[config.mk]
export PLATFORM = sky130hd
export DESIGN_NAME = fifo_flex
export DESIGN_NICKNAME = d
export VERILOG_FILES = /design/src/rtl/fifo_pkg.sv /design/src/rtl/fifo_ram.sv /design/src/rtl/fifo_flex.sv
export SDC_FILE = /design/constraint.sdc
export NUM_CORES = 1
export LEC_CHECK = 0
export ABC_AREA = 1
export BUFFER_PORTS_ARGS = -buffer_cell sky130_fd_sc_hd__buf_2
export CAP_MARGIN = 20
export CORE_UTILIZATION = 50
export CTS_CLUSTER_DIAMETER = 150
export DETAILED_ROUTE_END_ITERATION = 10
export MAX_ROUTING_LAYER = met4
export PLACE_DENSITY_LB_ADDON = 0.05
export SLEW_MARGIN = 40
export SYNTH_ARGS = -nofsm -noshare
export SYNTH_HDL_FRONTEND = slang
export SYNTH_SLANG_ARGS = --single-unit
export TNS_END_PERCENT = 20
[constraint.sdc]
create_clock -name clk -period 5.8 [get_ports clk]
set_input_delay 0.29 -clock clk [delete_from_list [all_inputs] [get_ports clk]]
set_output_delay 0.29 -clock clk [all_outputs]
set_load 0.03 [all_outputs]
[src/rtl/fifo_pkg.sv]
// rtl/fifo_pkg.sv - shared FIFO mode constants and count-width helper
package fifo_pkg;

  localparam int FIFO_STD  = 0;
  localparam int FIFO_FWFT = 1;

  // count must be able to represent DEPTH itself, not just DEPTH-1
  function automatic int cnt_width(input int depth);
    return $clog2(depth + 1);
  endfunction

endpackage

[src/rtl/fifo_ram.sv]
// rtl/fifo_ram.sv - DEPTH x DATA_WIDTH storage, one write port, one synchronous read port
module fifo_ram #(
  parameter int DATA_WIDTH = 8,
  parameter int DEPTH      = 4,
  localparam int AW        = $clog2(DEPTH)
) (
  input  logic                  clk,
  input  logic                  rstn,
  input  logic                  we,
  input  logic [AW-1:0]         waddr,
  input  logic [DATA_WIDTH-1:0] wdata,
  input  logic                  re,
  input  logic [AW-1:0]         raddr,
  output logic [DATA_WIDTH-1:0] rdata
);

  logic [DATA_WIDTH-1:0] mem [DEPTH];

  always_ff @(posedge clk) begin
    if (we) mem[waddr] <= wdata;
  end

  // only the read register is reset; a same-edge write to raddr returns the old word
  always_ff @(posedge clk or negedge rstn) begin
    if (!rstn)   rdata <= '0;
    else if (re) rdata <= mem[raddr];
  end

endmodule

[src/rtl/fifo_flex.sv]
// rtl/fifo_flex.sv - synchronous FIFO with registered-read or first-word-fall-through output
module fifo_flex
  import fifo_pkg::*;
#(
  parameter int DATA_WIDTH = 8,
  parameter int DEPTH      = 4,
  parameter int FWFT       = FIFO_STD,
  parameter int AE_THRESH  = 1,
  parameter int AF_THRESH  = DEPTH - 1
) (
  input  logic                        clk,
  input  logic                        rstn,
  input  logic                        clr,
  input  logic                        WR,
  input  logic [DATA_WIDTH-1:0]       dataIn,
  input  logic                        RD,
  output logic [DATA_WIDTH-1:0]       dataOut,
  output logic                        full,
  output logic                        empty,
  output logic                        almost_full,
  output logic                        almost_empty,
  output logic [cnt_width(DEPTH)-1:0] count,
  output logic                        overflow,
  output logic                        underflow
);

  localparam int AW = $clog2(DEPTH);
  localparam int CW = cnt_width(DEPTH);

  logic [AW-1:0]         wptr, rptr, rptr_nxt, ram_raddr;
  logic                  rd_acc, wr_acc, ram_re;
  logic [DATA_WIDTH-1:0] ram_rdata, byp_data;
  logic                  byp_sel;

  assign rd_acc   = RD && !empty && !clr;
  assign wr_acc   = WR && (!full || rd_acc) && !clr;
  assign rptr_nxt = rd_acc ? rptr + AW'(1) : rptr;

  assign full         = (count == CW'(DEPTH));
  assign empty        = (count == '0);
  assign almost_full  = (count >= CW'(AF_THRESH));
  assign almost_empty = (count <= CW'(AE_THRESH));

  always_ff @(posedge clk or negedge rstn) begin
    if (!rstn) begin
      wptr      <= '0;
      rptr      <= '0;
      count     <= '0;
      overflow  <= 1'b0;
      underflow <= 1'b0;
      byp_sel   <= 1'b0;
      byp_data  <= '0;
    end else if (clr) begin
      wptr      <= '0;
      rptr      <= '0;
      count     <= '0;
      overflow  <= 1'b0;
      underflow <= 1'b0;
      byp_sel   <= 1'b0;
    end else begin
      if (wr_acc) wptr <= wptr + AW'(1);
      rptr <= rptr_nxt;
      case ({wr_acc, rd_acc})
        2'b10:   count <= count + CW'(1);
        2'b01:   count <= count - CW'(1);
        default: count <= count;
      endcase
      if (WR && full && !RD) overflow  <= 1'b1;
      if (RD && empty)       underflow <= 1'b1;
      // word written this edge becomes the head: RAM read sees the old cell, so bypass it
      byp_sel <= wr_acc && (wptr == rptr_nxt);
      if (wr_acc) byp_data <= dataIn;
    end
  end

  // FWFT pre-fetches the next head every cycle; registered mode fetches only on a pop
  assign ram_re    = (FWFT == FIFO_FWFT) ? 1'b1 : rd_acc;
  assign ram_raddr = (FWFT == FIFO_FWFT) ? rptr_nxt : rptr;

  fifo_ram #(
    .DATA_WIDTH (DATA_WIDTH),
    .DEPTH      (DEPTH)
  ) u_ram (
    .clk   (clk),
    .rstn  (rstn),
    .we    (wr_acc),
    .waddr (wptr),
    .wdata (dataIn),
    .re    (ram_re),
    .raddr (ram_raddr),
    .rdata (ram_rdata)
  );

  always_comb begin
    dataOut = ram_rdata;
    if (FWFT == FIFO_FWFT) begin
      if (empty)        dataOut = '0;
      else if (byp_sel) dataOut = byp_data;
    end
  end

endmodule

Yosys cells after proc, flatten, opt, wreduce, memory -nomap -nowiden
Memory sizes are Yosys's and may differ from the RTL's. A register that Yosys moved wholly into a read port is not among the register bits.
Index checks and enable logic that the tools add are counted.
{ "totals": {"register_bits": 9, "mem_bits_rw": 32, "input_bits": 13, "output_inout_bits": 17, "elab_cells": 46, "mem_count": 1} }
{ "memory_table": {"columns": ["memory", "words", "word_bits", "read_ports", "rd_ports_with_merged_regs", "wr", "line_no", "source"], "rows": [
  ["u_ram.mem", 4, 8, 1, 1, 1, "fifo_ram.sv:17", "logic [DATA_WIDTH-1:0] mem [DEPTH];"]
]} }
{ "op_classes": {"addsub": 4, "magnitude_cmp": 2, "n_eq_ne": 3, "muxes": 12, "reduce_logical": 19} }
{ "ops": {"columns": ["cell", "count"], "rows": [
  ["$mux W2", 4],
  ["$reduce_bool A2 Y1", 4],
  ["$logic_and A1 B1 Y1", 7],
  ["$mux W1", 6],
  ["$pmux W3 S2", 1],
  ["$logic_not A1 Y1", 5],
  ["$add A2 B1 Y2 const B", 2],
  ["$add A3 B1 Y3 const B", 1],
  ["$eq A3 B3 Y1 const B", 1],
  ["$ge A3 B2 Y1 const B", 1],
  ["$le A3 B1 Y1 const B", 1],
  ["$logic_not A3 Y1", 1],
  ["$mux W3", 1],
  ["$reduce_bool A3 Y1", 1],
  ["$sub A3 B1 Y3 const B", 1],
  ["$eq A2 B1 Y1 const B", 1],
  ["$eq A2 B2 Y1 const B", 1],
  ["$logic_or A1 B1 Y1", 1]
]} }

Depth between registers and ports, before layout
Gate-level depths: netlist of run 1.
{ "depth": {"ltp_word": 10, "depth_mapped": 9, "depth_no_buf": 9} }

By module
A second synthesis of run 1 with hierarchy kept.
{ "unflattened": {"hier_cells": 239, "area_unflattened_um2": 2290.9} }
{ "by_module_without_submodules": {"columns": ["module", "n_inst", "cells_per_inst", "area_per_inst_um2", "seq_area_each_um2"], "rows": [
  ["fifo_ram", 1, 167, 1686.6, 1161.1],
  ["fifo_flex", 1, 72, 604.3, 225.2]
]} }

Worst setup path before layout of run 1
Ideal clock, no wire load.
{ "synth_timing": {"path_kind": "reg2reg", "from": "reg count[0]", "to": "mem u_ram.mem[0][0], enable pin", "setup_ps": 371, "t_arrival_ps": 1904, "required_time_ps": 5429, "slack_ps": 3525, "path_stages_with_launch": 8, "n_path_buf": 0, "synth_period_minus_slack_ps": 2275, "cell_sequence": "dfrtp_1 inv_1 ha_1 nand2_1 inv_1 a21oi_4 nand2_2 nor2_1"} }
{ "synth_via": {"word_cells_on_any_way": 11, "classes_between": "1 x eq/ne; 2 x mux; 8 x reduce/logical"} }
{ "synth_rtl": {"columns": ["item", "line_no", "source"], "rows": [
  ["start: declaration", "fifo_flex.sv:22", "output logic [cnt_width(DEPTH)-1:0] count,"],
  ["start signal: assignment", "fifo_flex.sv:64", "2'b10: count <= count + CW'(1);"],
  ["start signal: assignment", "fifo_flex.sv:65", "2'b01: count <= count - CW'(1);"],
  ["start signal: assignment", "fifo_flex.sv:66", "default: count <= count;"],
  ["$eq A3 B3 Y1", "fifo_flex.sv:39", "assign full = (count == CW'(DEPTH));"],
  ["named net full", "fifo_flex.sv:18", "output logic full,"],
  ["$logic_not A1 Y1", "fifo_flex.sv:36", "assign wr_acc = WR && (!full || rd_acc) && !clr;"],
  ["$logic_or A1 B1 Y1", "fifo_flex.sv:36", null],
  ["$logic_and A1 B1 Y1 (2 in a row)", "fifo_flex.sv:36", null],
  ["$mux W1", "fifo_ram.sv:20", "if (we) mem[waddr] <= wdata;"],
  ["$mux W1 (implied by the code)", "fifo_ram.sv:20", null],
  ["end: declaration", "fifo_ram.sv:17", null]
]} }
The timed path passes the listed nets, and every way through them passes these cells.

Worst setup path in the final report of run 1
{ "layout_timing": {"from": "reg count[0]", "to": "mem u_ram.mem[3][4], enable pin"} }
{ "layout_via": {"elab_chain_len": 9, "word_cells_on_any_way": 11, "classes_between": "1 x eq/ne; 2 x mux; 8 x reduce/logical"} }
{ "layout_rtl": {"columns": ["item", "line_no", "source"], "rows": [
  ["$logic_not A3 Y1", "fifo_flex.sv:40", "assign empty = (count == '0);"],
  ["$logic_not A1 Y1", "fifo_flex.sv:35", "assign rd_acc = RD && !empty && !clr;"],
  ["$logic_and A1 B1 Y1 (2 in a row)", "fifo_flex.sv:35", null],
  ["$logic_or A1 B1 Y1 (*)", "fifo_flex.sv:36", null],
  ["$logic_and A1 B1 Y1 (*) (2 in a row)", "fifo_flex.sv:36", null],
  ["$mux W1 (*)", "fifo_ram.sv:20", null],
  ["$mux W1 (implied by the code) (*)", "fifo_ram.sv:20", null]
]} }
Every way passes the cells marked *; elsewhere a longest branch is shown, timed or not.

==> results of run 1 <==
==> per-stage QoR <==
stage          total power [mW]  utilization [%]  setup WS, ns  hold slack (ns)  cells
6_report                  0.815             59.8          3.45            0.206    278
2_1_floorplan             0.553                -          3.53         -0.00559    194
5_1_grt                   0.853             59.8          3.27            0.198    278
4_1_cts                   0.820             59.8          3.41            0.204    278
3_3_place_gp              0.611             57.2          3.58            0.228    269
3_5_place_dp              0.613             57.2          3.42            0.242    269
==> state kept, by name, indices dropped and copies added, names as in the netlist <==
name         flops
u_ram.rdata      8
u_ram.mem       32
wptr             2
overflow         1
underflow        1
count            3
ram_raddr        2
==> metal layers <==
metal	vias to the layer above	GRT usage, %
li1	714	-
met1	699	32.1
met2	47	30.5
met4	0	7.18
met5	-	-
met3	6	5.57
==> worst reg2reg max path, stage by stage, from the launching register on <==
cell	delay, ns
dfrtp_1	0.42
inv_1	0.12
ha_1	0.27
nand2_4	0.11
nand2_4	0.06
inv_2	0.07
nand2_4	0.09
a21oi_4	0.18
nand2_2	0.10
nor2_1	0.57
==> cell usage after synthesis, types with 2 or more instances <==
cell type	number	share of area (%)
nand3_1	5	1.2
nand4_1	2	0.59
o22ai_1	8	2.3
nand2_4	3	1.6
inv_1	17	3.0
a21oi_1	3	0.70
dfrtp_1	17	20
ha_1	9	5.3
edfxtp_1	32	45
nand2_1	39	6.9
inv_2	2	0.35
o21ai_0	18	4.2
nor2_1	26	4.6
buf_2	4	0.94
==> kinds of logic (layout without fill, tap and decap cells) <==
kind of cell    after synthesis  after routing
xor+xnor                      2              2
compound gates               34             34
flops                        49             49
fa+ha+maj                     9              9
simple gates                 77             77
buf+inv                      23             57
==> report_power, final <==
part           total, mW  switching [mW]  internal, mW
Clock              0.210           0.122        0.0880
Combinational      0.176           0.125        0.0506
Sequential         0.429          0.0213         0.407
Total              0.815           0.269         0.546
==> cell type report <==
cell class                 instances  share of cell area [%]
clock buffer                       5                    2.84
clock inverter                     3                    1.03
inverter                          19                    2.94
multi-input combinational        122                    27.1
sequential                        49                    57.1
tap                               50                    2.58
timing repair buffer              30                    6.40
==> how the worst max path moves through the flow <==
stage / slack [ns] / startpoint / to
finish: 3.45 / count[0] / u_ram.mem[3][4]
global route: 3.27 / count[0] / u_ram.mem[3][4]
CTS: 3.41 / count[0] / u_ram.mem[3][6]
detailed placement: 3.42 / count[0] / u_ram.mem[3][6]
global placement: 3.58 / count[0] / u_ram.mem[3][2]
floorplan: 3.53 / count[0] / u_ram.mem[0][0]
==> flow_summary.ini, run 1 <==
[global_route]
antenna_found_initial = 0
grt_max_degree = 19
grt_pass1_wl_microns = 6680
grt_use_total_pct = 22.2
grt_pass1_vias = 1307
overflow = 0

[detailed_routing]
dr.max_layer_used = met4
drc = 0
wl_met3_microns = 224
met1_length_microns = 2160
wl_met2_microns = 1900
wl_per_cell_microns = 15.6
via_per_inst = 5.27
detail_route.first_pass.iterations = 4
routed_wl_microns = 4350
ant_nets = 0
drtIter0Drc = 82
vias = 1466

[finish]
antenna_cells = 0
syn_to_final_growth_pct = 13.7
layout_common_cells = nand2_1, edfxtp_1, buf_2
final.fill_count = 345
final_layout_size_suffix_gt1_share_pct = 20.2
seqCellArea_sq_mm = 0.00139
multi_input_area_sq_um = 657
fin_nets = 249
design_area_sq_mm = 0.00243
final_common_cell = nand2_1

[logic_synthesis]
synth_xor_area_share_pct = 0.821
syn_area_per_cell_sq_um = 11.0
ys.flop_type = edfxtp_1
synth-adder-area-share_pct = 5.28
yosysWarnings = 0
ys_ff_latch = 49
synth-async-reset-ratio_pct = 34.7
synth-edff-count = 32
synth-simple-area-share_pct = 15.4
synthMuxAreaShare_pct = 0
ys_seq_area_share_pct = 64.9
synthCells = 194
synthDistinctLibCells = 23
synth_compound_area_share_pct = 9.32
synth.net_count = 216
synth_top_family_by_area = simple AND/OR/NAND/NOR gates
netlist_area_sq_mm = 0.00213

[setup_path]
required_ns = 5.75
r2r_start = count[0]
rr_worst_depth = 9
slowest_stage = nor2_1
start_kind = flop
r2r_slack_ns = 3.45
setup.worst_path.end_class = flop
cp_cell_sequence = inv_1 > ha_1 > nand2_4 > nand2_4 > inv_2 > nand2_4 > a21oi_4 > nand2_2 > nor2_1
criticalPathCategory = reg -> reg
path_common_cell = nand2_4
cp_top_family = simple AND/OR/NAND/NOR gates
path_buf_inv = 2
path_max_fanout = 9
critPathMaxStageDelay_ns = 0.57
rr_endpoint = u_ram.mem[3][4]
arrival_ns = 2.29
crit_cells = 9

[sta]
hold_viol = 0
fmax_ghz = 0.426
final-setup-viol-count = 0
fin_setup_tns_ns = 0
rsz0062_at_grt = false
slew_viol_final = 0
post-route-period-util_pct = 40.5
min_period_ns = 2.35
relSlewSlack_pct = 52.4
worst_pin_slew_ns = 0.712
fin_skew_ns = 0.00679

[flow_run]
cap_violations = 0

[placement]
gp_congestion = 0.884
place_area_sq_mm = 0.00232
post-dp-hpwl_microns = 3270
io_buffers = 29

[hold_path]
hold_class = in -> reg
worstHoldStart = clr
holdPathStages = 2
hold_end = overflow

[cts]
clockBufferDepth = 2
hold_buffers = 1
clkSlewWorstSetupHoldPaths_ns = 0.09
clock-root-buffer = clkbuf_8
cts_tree = yes
postCtsResizedCells = 0
cts_made_buffers = 5
h-tree-depth = 2
clk_latency_ns = 0.31
clkSinkCount = 49
post_cts_buffers = 0

[pwr]
peakVddDrop_uv = 237
power.density_mw_per_mm2 = 336
p_leak_nw = 1.08

[floorplanning]
die_h_microns = 67.3
die_w_microns = 67.3
start_util_pct = 52.6
rows = 23
core_sq_mm = 0.00406
die_area_sq_mm = 0.00453
io_pins = 30

[status]
status = complete, no violations
Power figures use the tool's default switching activity.
==> run 2: changes to the inputs <==
clock period = 2.41 ns   (was 5.8 ns; I/O delays follow)
==> flow_summary.ini, run 2 (synthesis results as in run 1) <==
[detailed_routing]
detail_route.first_pass.iterations = 4
drtIter0Drc = 107
vias = 1533
via_per_inst = 5.42
wl_per_cell_microns = 16.4
drc = 0
ant_nets = 0
routed_wl_microns = 4650

[setup_path]
start_kind = flop
r2r_slack_ns = 0.43
setup.worst_path.end_class = flop
r2r_start = count[0]
path_max_fanout = 9
rr_worst_depth = 10
slowest_stage = dfrtp_1
arrival_ns = 2.00
rr_endpoint = u_ram.mem[2][2]
path_common_cell = nand2_4
required_ns = 2.43
criticalPathCategory = reg -> reg
critPathMaxStageDelay_ns = 0.42
cp_cell_sequence = inv_1 > ha_1 > nand2_4 > nand2_4 > inv_2 > nand2_4 > a21oi_4 > nand2_2 > nor2_1 > buf_4

[cts]
hold_buffers = 1
cts_made_buffers = 5
cts_tree = yes
clk_latency_ns = 0.31
clkSinkCount = 49
clkSlewWorstSetupHoldPaths_ns = 0.10
h-tree-depth = 2
post_cts_buffers = 0
clock-root-buffer = clkbuf_8
postCtsResizedCells = 0
clockBufferDepth = 2

[global_route]
top_usage_layer = met2
use_met2_pct = 33.9
overflow = 0
grt_pass1_vias = 1450
grt_use_met1_pct = 33.7
grt_pass1_wl_microns = 7190
use_met3_pct = 5.74
grt_use_total_pct = 23.8
grt_max_degree = 19
antenna_found_initial = 0

[pwr]
power.internal_mw = 1.32
power.density_mw_per_mm2 = 804
comb_power_share_pct = 21.6
switchingPower_uw = 659
p_leak_nw = 1.11
peakVddDrop_uv = 506
pwr-share-seq_pct = 52.3
swShare_pct = 33.3
clkPwrFrac_pct = 26.0

[sta]
post-route-period-util_pct = 82.1
hold_viol = 0
fmax_ghz = 0.505
setup_ws_ns = 0.430
relSlewSlack_pct = 66.2
min_period_ns = 1.98
slew_viol_final = 0
fin_setup_tns_ns = 0
fin_skew_ns = 0.00856
rsz0062_at_grt = false
final-setup-viol-count = 0
worst_pin_slew_ns = 0.507

[hold_path]
hold_class = in -> reg
hold_end = overflow
worstHoldStart = clr
holdPathStages = 2

[placement]
post-dp-hpwl_microns = 3500
gp_congestion = 0.945
place_area_sq_mm = 0.00236
io_buffers = 29
dpl_worst_slack_ns = 0.424

[finish]
syn_to_final_growth_pct = 15.6
top_register = u_ram.mem
final_common_cell = nand2_1
final_layout_size_suffix_gt1_share_pct = 21.9
antenna_cells = 0
reg_top3 = u_ram.mem: 32 flops, u_ram.rdata: 8 flops, count: 3 flops
fin_nets = 254
layout_common_cells = nand2_1, edfxtp_1, buf_2
fin_util_pct = 60.8
largest_register_ffs = 32
design_area_sq_mm = 0.00247

[floorplanning]
start_util_pct = 52.6
die_area_sq_mm = 0.00453
io_pins = 30
rows = 23
die_w_microns = 67.3
die_h_microns = 67.3
core_sq_mm = 0.00406

[flow_run]
cap_violations = 0

[status]
status = complete, no violations
==> run 2: layout make-up <==
type,count,area [sq um]
fill,333,1590
sequential,49,1390
clock inverter,3,28.8
tap,50,62.6
timing repair buffer,35,193
inverter,19,71.3
clock buffer,5,68.8
multi-input combinational,122,657
==> run 2: worst max-delay path, delay by kind of cell (launching register included) <==
kind	cells	cell delay, ns
buffers and inverters	3	0.37
AO/OA/AOI/OAI	1	0.17
flip-flops	1	0.42
adder cells (fa/ha/maj)	1	0.26
AND/OR/NAND/NOR	5	0.46
==> run 2: worst max-delay path by stage <==
stage,from,endpoint
after floorplan,count[0],u_ram.mem[0][0]
after global placement,count[0],u_ram.mem[3][3]
after detailed placement,count[0],u_ram.mem[3][4]
after CTS,count[0],u_ram.mem[3][4]
after global routing,count[0],u_ram.mem[2][2]
final,count[0],u_ram.mem[2][2]
==> run 2: per-layer routing <==
layer / share of wire, % / vias to the layer above / wire [microns]
li1: - / 725 / -
met1: 48 / 754 / 2240
met2: 46 / 48 / 2130
met3: 5.1 / 6 / 238
met4: 1.2 / 0 / 54
met5: 0 / - / 0
==> run 2: power by group through the flow <==
stage	sequential (mW)	combinational, mW	clock, mW
6_report	1.04	0.429	0.516
5_1_grt	1.05	0.470	0.563
4_1_cts	1.04	0.432	0.531
3_5_place_dp	1.06	0.430	0
3_3_place_gp	1.05	0.426	0
2_1_floorplan	1.17	0.161	0
==> run 2: through the flow <==
stage               power, mW  hold slack, ns  instances
floorplan                1.33          -0.175        194
global placement         1.48          0.0553        274
global route             2.08          0.0251        283
finish                   1.98          0.0376        283
CTS                      2.00          0.0298        283
detailed placement       1.49          0.0611        274
